**config.mk**
```make
export PLATFORM = sky130hd
export DESIGN_NAME = mixcol_engine
export DESIGN_NICKNAME = d
export VERILOG_FILES = /design/src/rtl/aes_pkg.sv /design/src/rtl/mixcol_col.sv /design/src/rtl/mixcol_engine.sv
export SDC_FILE = /design/constraint.sdc
export NUM_CORES = 1
export LEC_CHECK = 0
export CAP_MARGIN = 20
export CORE_UTILIZATION = 48
export CTS_CLUSTER_SIZE = 20
export DETAILED_ROUTE_END_ITERATION = 16
export HOLD_SLACK_MARGIN = 0.03
export MAX_ROUTING_LAYER = met4
export PLACE_DENSITY = 0.82
export SLEW_MARGIN = 40
export SYNTH_ARGS = -nofsm -noshare
export SYNTH_HDL_FRONTEND = slang
export SYNTH_HIERARCHICAL = 1
export SYNTH_SLANG_ARGS = --single-unit
```
**constraint.sdc**
```tcl
create_clock -name clk -period 2.8 [get_ports clk]
set_input_delay 0.56 -clock clk [delete_from_list [all_inputs] [get_ports clk]]
set_output_delay 0.56 -clock clk [all_outputs]
set_load 0.05 [all_outputs]
```
**src/rtl/aes_pkg.sv**
```systemverilog
// aes_pkg
// Shared definitions for the AES MixColumns datapath:
//   - GF(2^8) reduction constant for the polynomial x^8+x^4+x^3+x+1 (0x11B)
//   - xtime / gf_mul helper functions used by the column transform
//   - FSM state encoding of the MixColumns engine
//   - column slicing helper: column c of a 128-bit state sits at
//     bits [127-32c -: 32], byte s0 of the state is bits [127:120]
package aes_pkg;

  localparam logic [7:0] GF_POLY = 8'h1B;

  typedef enum logic [1:0] {
    IDLE = 2'd0,
    BUSY = 2'd1,
    DONE = 2'd2
  } state_t;

  // Multiply by x in GF(2^8), reducing when the top bit falls off.
  function automatic logic [7:0] xtime(input logic [7:0] b);
    return {b[6:0], 1'b0} ^ (b[7] ? GF_POLY : 8'h00);
  endfunction

  // Generic shift-and-add GF(2^8) multiply.
  function automatic logic [7:0] gf_mul(input logic [7:0] a, input logic [7:0] b);
    logic [7:0] p;
    logic [7:0] x;
    p = 8'h00;
    x = a;
    for (int i = 0; i < 8; i++) begin
      if (b[i]) p = p ^ x;
      x = xtime(x);
    end
    return p;
  endfunction

  // LSB position of column c inside the 128-bit state (96, 64, 32, 0).
  function automatic logic [6:0] col_lsb(input logic [1:0] c);
    return 7'd96 - {c, 5'b00000};
  endfunction

endpackage

```
**src/rtl/mixcol_col.sv**
```systemverilog
// mixcol_col
// Combinational MixColumns transform of a single 32-bit AES column.
// Byte a0 is col[31:24], a3 is col[7:0]; the result uses the same order.
// Ports:
//   col    - input column
//   inv    - 1 selects InvMixColumns (only when MIXCOL_INV_EN is defined)
//   result - transformed column
// Configuration macro: MIXCOL_INV_EN builds the inverse multipliers; without
// it the module always performs forward MixColumns and inv is ignored.
module mixcol_col
  import aes_pkg::*;
(
  input  logic [31:0] col,
  input  logic        inv,
  output logic [31:0] result
);

  logic [7:0] a   [4];
  logic [7:0] fwd [4];

  assign a[0] = col[31:24];
  assign a[1] = col[23:16];
  assign a[2] = col[15:8];
  assign a[3] = col[7:0];

  // Forward: r_i = 2*a_i ^ 3*a_(i+1) ^ a_(i+2) ^ a_(i+3), with 3*x = xtime(x)^x.
  always_comb begin
    for (int i = 0; i < 4; i++) begin
      fwd[i] = xtime(a[i]) ^ xtime(a[2'(i + 1)]) ^ a[2'(i + 1)]
             ^ a[2'(i + 2)] ^ a[2'(i + 3)];
    end
  end

`ifdef MIXCOL_INV_EN
  logic [7:0] bwd [4];

  // Inverse: r_i = 0e*a_i ^ 0b*a_(i+1) ^ 0d*a_(i+2) ^ 09*a_(i+3).
  always_comb begin
    for (int i = 0; i < 4; i++) begin
      bwd[i] = gf_mul(a[i], 8'h0E) ^ gf_mul(a[2'(i + 1)], 8'h0B)
             ^ gf_mul(a[2'(i + 2)], 8'h0D) ^ gf_mul(a[2'(i + 3)], 8'h09);
    end
  end

  assign result = inv ? {bwd[0], bwd[1], bwd[2], bwd[3]}
                      : {fwd[0], fwd[1], fwd[2], fwd[3]};
`else
  logic unused_inv;
  assign unused_inv = inv;
  assign result = {fwd[0], fwd[1], fwd[2], fwd[3]};
`endif

endmodule

```
**src/rtl/mixcol_engine.sv**
```systemverilog
// mixcol_engine
// Sequential AES MixColumns engine over a full 128-bit state, transforming
// COLS_PER_CYCLE columns per clock with valid/ready handshakes on both sides.
// Ports:
//   clk, rst_n          - clock, asynchronous active-low reset
//   in_valid/in_ready   - input handshake; in_state/in_inv sampled on accept
//   in_state            - state, column c = bits [127-32c -: 32]
//   in_inv              - 1 = InvMixColumns (honoured only with MIXCOL_INV_EN)
//   out_valid/out_ready - output handshake; out_state held stable until taken
//   out_state           - transformed state (registered)
//   busy                - high while columns are being transformed
// Parameter COLS_PER_CYCLE: 1, 2 or 4; block latency is 4/COLS_PER_CYCLE.
// Configuration macro: MIXCOL_INV_EN enables the per-block inverse mode;
// without it every block is forward MixColumns and in_inv is ignored.
module mixcol_engine
  import aes_pkg::*;
#(
  parameter int COLS_PER_CYCLE = 1
) (
  input  logic         clk,
  input  logic         rst_n,
  input  logic         in_valid,
  output logic         in_ready,
  input  logic [127:0] in_state,
  input  logic         in_inv,
  output logic         out_valid,
  input  logic         out_ready,
  output logic [127:0] out_state,
  output logic         busy
);

  localparam int NCYC = 4 / COLS_PER_CYCLE;
  localparam logic [1:0] LAST_CNT = 2'(NCYC - 1);

  generate
    if (!(COLS_PER_CYCLE == 1 || COLS_PER_CYCLE == 2 || COLS_PER_CYCLE == 4)) begin : g_bad_cols
      $error("mixcol_engine: COLS_PER_CYCLE must be 1, 2 or 4");
    end
  endgenerate

  state_t       state;
  logic [127:0] work;
  logic [127:0] next_work;
  logic [1:0]   cnt;
  logic [1:0]   base;
  logic         mode;
  logic         idle_rdy;
  logic [31:0]  col_in  [COLS_PER_CYCLE];
  logic [31:0]  col_out [COLS_PER_CYCLE];

  // First column handled this cycle; for COLS_PER_CYCLE=4 cnt stays 0.
  assign base = 2'(int'(cnt) * COLS_PER_CYCLE);

  generate
    for (genvar g = 0; g < COLS_PER_CYCLE; g++) begin : g_col
      assign col_in[g] = work[col_lsb(base + 2'(g)) +: 32];

      mixcol_col u_col (
        .col    (col_in[g]),
        .inv    (mode),
        .result (col_out[g])
      );
    end
  endgenerate

  // Working register with the current group of columns replaced in place.
  always_comb begin
    next_work = work;
    for (int g = 0; g < COLS_PER_CYCLE; g++) begin
      next_work[col_lsb(base + 2'(g)) +: 32] = col_out[g];
    end
  end

  // idle_rdy is registered so in_ready stays low while rst_n is asserted;
  // in DONE the engine can take a new block on the output handshake edge.
  assign in_ready  = idle_rdy | ((state == DONE) & out_ready);
  assign out_state = work;

`ifndef MIXCOL_INV_EN
  logic unused_in_inv;
  assign unused_in_inv = in_inv;
  assign mode = 1'b0;
`endif

  always_ff @(posedge clk or negedge rst_n) begin
    if (!rst_n) begin
      state     <= IDLE;
      work      <= '0;
      cnt       <= '0;
      out_valid <= 1'b0;
      busy      <= 1'b0;
      idle_rdy  <= 1'b0;
`ifdef MIXCOL_INV_EN
      mode      <= 1'b0;
`endif
    end else begin
      case (state)
        IDLE: begin
          idle_rdy <= 1'b1;
          if (in_valid && idle_rdy) begin
            work     <= in_state;
            cnt      <= '0;
            state    <= BUSY;
            busy     <= 1'b1;
            idle_rdy <= 1'b0;
`ifdef MIXCOL_INV_EN
            mode     <= in_inv;
`endif
          end
        end
        BUSY: begin
          work <= next_work;
          if (cnt == LAST_CNT) begin
            cnt       <= '0;
            state     <= DONE;
            busy      <= 1'b0;
            out_valid <= 1'b1;
          end else begin
            cnt <= cnt + 2'd1;
          end
        end
        DONE: begin
          if (out_ready) begin
            out_valid <= 1'b0;
            if (in_valid) begin
              work  <= in_state;
              cnt   <= '0;
              state <= BUSY;
              busy  <= 1'b1;
`ifdef MIXCOL_INV_EN
              mode  <= in_inv;
`endif
            end else begin
              state    <= IDLE;
              idle_rdy <= 1'b1;
            end
          end
        end
        default: begin
          state     <= IDLE;
          out_valid <= 1'b0;
          busy      <= 1'b0;
          idle_rdy  <= 1'b0;
        end
      endcase
    end
  end

endmodule

```
==> impl_results.html, run 1 <==
<table>
<tr><th>Metric</th><th>Value</th></tr>
<tr><th colspan="2">Run status</th></tr>
<tr><td>Status</td><td>complete, no violations</td></tr>
<tr><th colspan="2">Clock tree</th></tr>
<tr><td>Count of instances resized after the clock tree is built</td><td>0</td></tr>
<tr><td>Post-CTS Setup Repair Bufs</td><td>0</td></tr>
<tr><td>CTS tree</td><td>yes</td></tr>
<tr><td>Level count of the clock H-tree</td><td>4</td></tr>
<tr><td>Clk buf depth</td><td>2</td></tr>
<tr><td>Clock Sink Count</td><td>between 100 and 150</td></tr>
<tr><td>Clock insertion delay at the later pin of the skew report</td><td>around 0.42 ns</td></tr>
<tr><td>Clock slew at the register clock pins of the worst setup and hold paths</td><td>roughly 0.060 ns</td></tr>
<tr><td>Clock root buffer master</td><td>sky130_fd_sc_hd__clkbuf_16</td></tr>
<tr><td>Cts-stage hold buffer count</td><td>0</td></tr>
<tr><td>Total CTS buffers</td><td>17</td></tr>
<tr><th colspan="2">Setup path</th></tr>
<tr><td>Critical R2R Capture</td><td>out_state[74]$_DFFE_PN0P_</td></tr>
<tr><td>Required time worst endpoint</td><td>2.24 ns</td></tr>
<tr><td>Setup slack, reg-to-reg</td><td>0.62 ns</td></tr>
<tr><td>Peak per-stage delay on the critical path</td><td>~0.69 ns</td></tr>
<tr><td>Crit path cell chain</td><td>buf_4 &gt; nand3b_1 &gt; nand2b_1 &gt; buf_12</td></tr>
<tr><td>Startpoint of the most critical register-to-register path</td><td>state[0]$_DFFE_PN0P_</td></tr>
<tr><td>Capture point of the critical path</td><td>in_ready</td></tr>
<tr><td>Crit path buf inv count</td><td>2</td></tr>
<tr><td>Critical path origin</td><td>state[0]$_DFFE_PN0P_</td></tr>
<tr><td>Arrival time of data at the critical path endpoint</td><td>1.93 ns</td></tr>
<tr><td>Count of cells along the worst register-to-register path</td><td>4</td></tr>
<tr><td>Startpoint class of the critical path</td><td>flop</td></tr>
<tr><td>Count of cell instances traversed by the critical path</td><td>4</td></tr>
<tr><td>Cell at the slowest stage of the critical path</td><td>sky130_fd_sc_hd__dfrtp_2</td></tr>
<tr><td>Critical path endpoint category</td><td>output pin</td></tr>
<tr><td>Largest fanout on the critical path</td><td>24</td></tr>
<tr><td>Classification of the worst setup path</td><td>flop to output pin</td></tr>
<tr><td>Cell family with most CP delay</td><td>flip-flops</td></tr>
<tr><th colspan="2">Synth</th></tr>
<tr><td>Instance count of the mapped netlist</td><td>between 600 and 700</td></tr>
<tr><td>Post-synthesis instance area</td><td>~7700 sq um</td></tr>
<tr><td>Number of warnings printed during yosys synthesis</td><td>6</td></tr>
<tr><td>Average footprint of a synthesized cell</td><td>between 10 and 15 sq um</td></tr>
<tr><th colspan="2">Floorplan</th></tr>
<tr><td>Number of primary I/O pins</td><td>~260</td></tr>
<tr><td>Placement Rows</td><td>45</td></tr>
<tr><td>Effective utilization at floorplan</td><td>about half</td></tr>
<tr><td>Die W</td><td>between 100 and 150 um</td></tr>
<tr><td>Die height</td><td>around 130 um</td></tr>
<tr><td>Area of the die</td><td>between 15000 and 20000 sq um</td></tr>
<tr><td>Placeable Area</td><td>15430 sq um</td></tr>
<tr><th colspan="2">Min path</th></tr>
<tr><td>Hold Crit Class</td><td>input port to asynchronous set/reset pin</td></tr>
<tr><th colspan="2">Place</th></tr>
<tr><td>Port Buffer Count</td><td>between 200 and 300</td></tr>
<tr><td>Final HPWL DP</td><td>between 15000 and 20000 um</td></tr>
<tr><td>Gp weighted congestion</td><td>roughly 0.84</td></tr>
<tr><th colspan="2">Power</th></tr>
<tr><td>Sum of internal, switching and leakage power</td><td>~16 mW</td></tr>
<tr><td>Power per standard cell area</td><td>roughly 1400 nW/um^2</td></tr>
<tr><td>Portion of total power attributed to sequential cells</td><td>21.1%</td></tr>
<tr><td>Switching power of the nets</td><td>about 7.3 mW</td></tr>
<tr><td>Largest voltage drop on the vdd net</td><td>around 680 uV</td></tr>
<tr><td>Part of the power in the clock network</td><td>between 10% and 20%</td></tr>
<tr><td>Switching power share of the total</td><td>45.66%</td></tr>
<tr><td>Fraction of power consumed by combinational cells</td><td>slightly above 60%</td></tr>
<tr><td>Total internal power</td><td>between 8 and 9 mW</td></tr>
<tr><td>P_leak</td><td>between 4 and 5 nW</td></tr>
<tr><th colspan="2">Final layout</th></tr>
<tr><td>Synth-to-layout area growth</td><td>43.73%</td></tr>
<tr><td>Number of nets in the finished design</td><td>just under 1000</td></tr>
<tr><td>Inserted Diodes</td><td>0</td></tr>
<tr><td>Share of cells above drive strength 1</td><td>23.36%</td></tr>
<tr><th colspan="2">STA</th></tr>
<tr><td>Highest clock rate</td><td>401.1 MHz</td></tr>
<tr><td>Count of endpoints failing setup in the final report</td><td>0</td></tr>
<tr><td>Tightest slew margin relative to the limit</td><td>around 48%</td></tr>
<tr><td>Actual transition at the worst max-transition pin</td><td>slightly below 0.8 ns</td></tr>
<tr><td>Setup repair after global routing missed its margin</td><td>false</td></tr>
<tr><td>Number of slew-limit violations in the final report</td><td>0</td></tr>
<tr><td>Setup Skew</td><td>approximately 0.008 ns</td></tr>
<tr><td>Fin. Hold Viols</td><td>0</td></tr>
<tr><td>Minimum clock period</td><td>approximately 2.5 ns</td></tr>
<tr><td>Final TNS setup</td><td>0 ns</td></tr>
<tr><td>Post-route fraction of the period consumed by the critical path</td><td>between 80% and 90%</td></tr>
<tr><th colspan="2">Route</th></tr>
<tr><td>Detailed Route WL</td><td>roughly 24000 um</td></tr>
<tr><td>Violation count after the first detailed-routing iteration</td><td>around 370</td></tr>
<tr><td>Routed Antenna Nets</td><td>0</td></tr>
<tr><td>Avg WL per Cell</td><td>~22 um</td></tr>
<tr><td>Number of design rule violations left after detail routing</td><td>0</td></tr>
<tr><td>Ratio of routed vias to standard cells</td><td>5.877</td></tr>
<tr><td>Count of TritonRoute iterations in the first routing pass</td><td>5</td></tr>
<tr><td>Total via count after detailed routing</td><td>~6200</td></tr>
<tr><th colspan="2">Flow run</th></tr>
<tr><td>Count of max-cap constraint violations</td><td>0</td></tr>
<tr><th colspan="2">GRT</th></tr>
<tr><td>Number of antenna violations at the first check in global routing</td><td>0</td></tr>
<tr><td>Vias in the first global route</td><td>roughly 6700</td></tr>
<tr><td>Gr ovfl total</td><td>0</td></tr>
<tr><td>First-pass GRT wire length</td><td>~36000 um</td></tr>
<tr><td>Maximum number of pins on one net before global-route repair</td><td>between 60 and 70</td></tr>
<tr><td>Combined global-route utilization of all metal layers</td><td>between 30% and 40%</td></tr>
</table>
through the flow:
stage | instance area (sq um) | instances | utilization (%) | hold WS [ns] | worst slack [ns]
finish | 11050 | 1063 | 71.65 | 0.06314 | 0.3067
global route | 11050 | 1063 | 71.65 | 0.08568 | 0.2263
CTS | 11030 | 1062 | 71.48 | 0.07044 | 0.3135
detailed placement | 10320 | 1030 | 66.92 | 0.4816 | 0.4162
global placement | 10320 | 1030 | 66.92 | 0.4799 | 0.4280
floorplan | 7807 | 634 | - | 0.2644 | 1.037
power groups by stage:
stage,clock network (mW),logic (mW),registers (mW)
CTS,2.69,9.78,3.35
global route,2.78,10.3,3.44
floorplan,0,4.35,5.95
finish,2.67,9.86,3.36
global placement,0,9.54,3.31
detailed placement,0,9.72,3.36
worst min-delay path by stage:
stage                startpoint                        end  slack [ns]  cells past startpoint
3_3_place_gp   busy$_DFFE_PN0P_           busy$_DFFE_PN0P_        0.48                      1
5_1_grt                   rst_n  out_state[57]$_DFFE_PN0P_        0.09                      1
6_report                  rst_n  out_state[57]$_DFFE_PN0P_        0.06                      1
4_1_cts                   rst_n  out_state[57]$_DFFE_PN0P_        0.07                      1
2_1_floorplan             rst_n           busy$_DFFE_PN0P_        0.26                      0
3_5_place_dp   busy$_DFFE_PN0P_           busy$_DFFE_PN0P_        0.48                      1
cells in the final DEF, fill, tap and decap left out, types with 17 or more instances in the layout:
cell / count
sky130_fd_sc_hd__nand3b_1: 34
sky130_fd_sc_hd__clkdlybuf4s50_1: 260
sky130_fd_sc_hd__mux2_4: 40
sky130_fd_sc_hd__buf_4: 21
sky130_fd_sc_hd__dfrtp_1: 134
sky130_fd_sc_hd__o2bb2ai_1: 32
sky130_fd_sc_hd__clkbuf_16: 17
sky130_fd_sc_hd__a32o_1: 96
sky130_fd_sc_hd__nor2b_1: 32
sky130_fd_sc_hd__mux2_2: 88
sky130_fd_sc_hd__conb_1: 32
area by class of cell:
type                       count  area [sq um]
fill                        1058          4373
sequential                   135          3379
clock inverter                12         246.5
timing repair buffer         286          2859
inverter                       2         7.507
multi-input combinational    397          3841
tap                          211         264.0
clock buffer                  20         456.7
registers in the layout, summed over array words and instances (netlist names):
signal and cells:
idle_rdy 1, out_state 128, state 2, out_valid 1, busy 1, cnt 2
routing by layer:
| layer | global-route usage (%) | wire length [um] | up-vias |
|---|---|---|---|
| met5 | - | 0 | - |
| met4 | 14.19 | 809 | 0 |
| met3 | 6.279 | 1601 | 59 |
| met2 | 49.44 | 11840 | 334 |
| met1 | 35.44 | 9527 | 3123 |
| li1 | - | - | 2731 |
Power figures use the tool's default switching activity.
==> run 2, diff against run 1 <==
--- a/config.mk
+++ b/config.mk
@@ -5,7 +5,6 @@
 export SDC_FILE = /design/constraint.sdc
 export NUM_CORES = 1
 export LEC_CHECK = 0
-export CAP_MARGIN = 20
 export CORE_UTILIZATION = 48
 export CTS_CLUSTER_SIZE = 20
 export DETAILED_ROUTE_END_ITERATION = 16
==> results of run 2 <==
The final DEF is identical to that of run 1; final timing and power are the same.
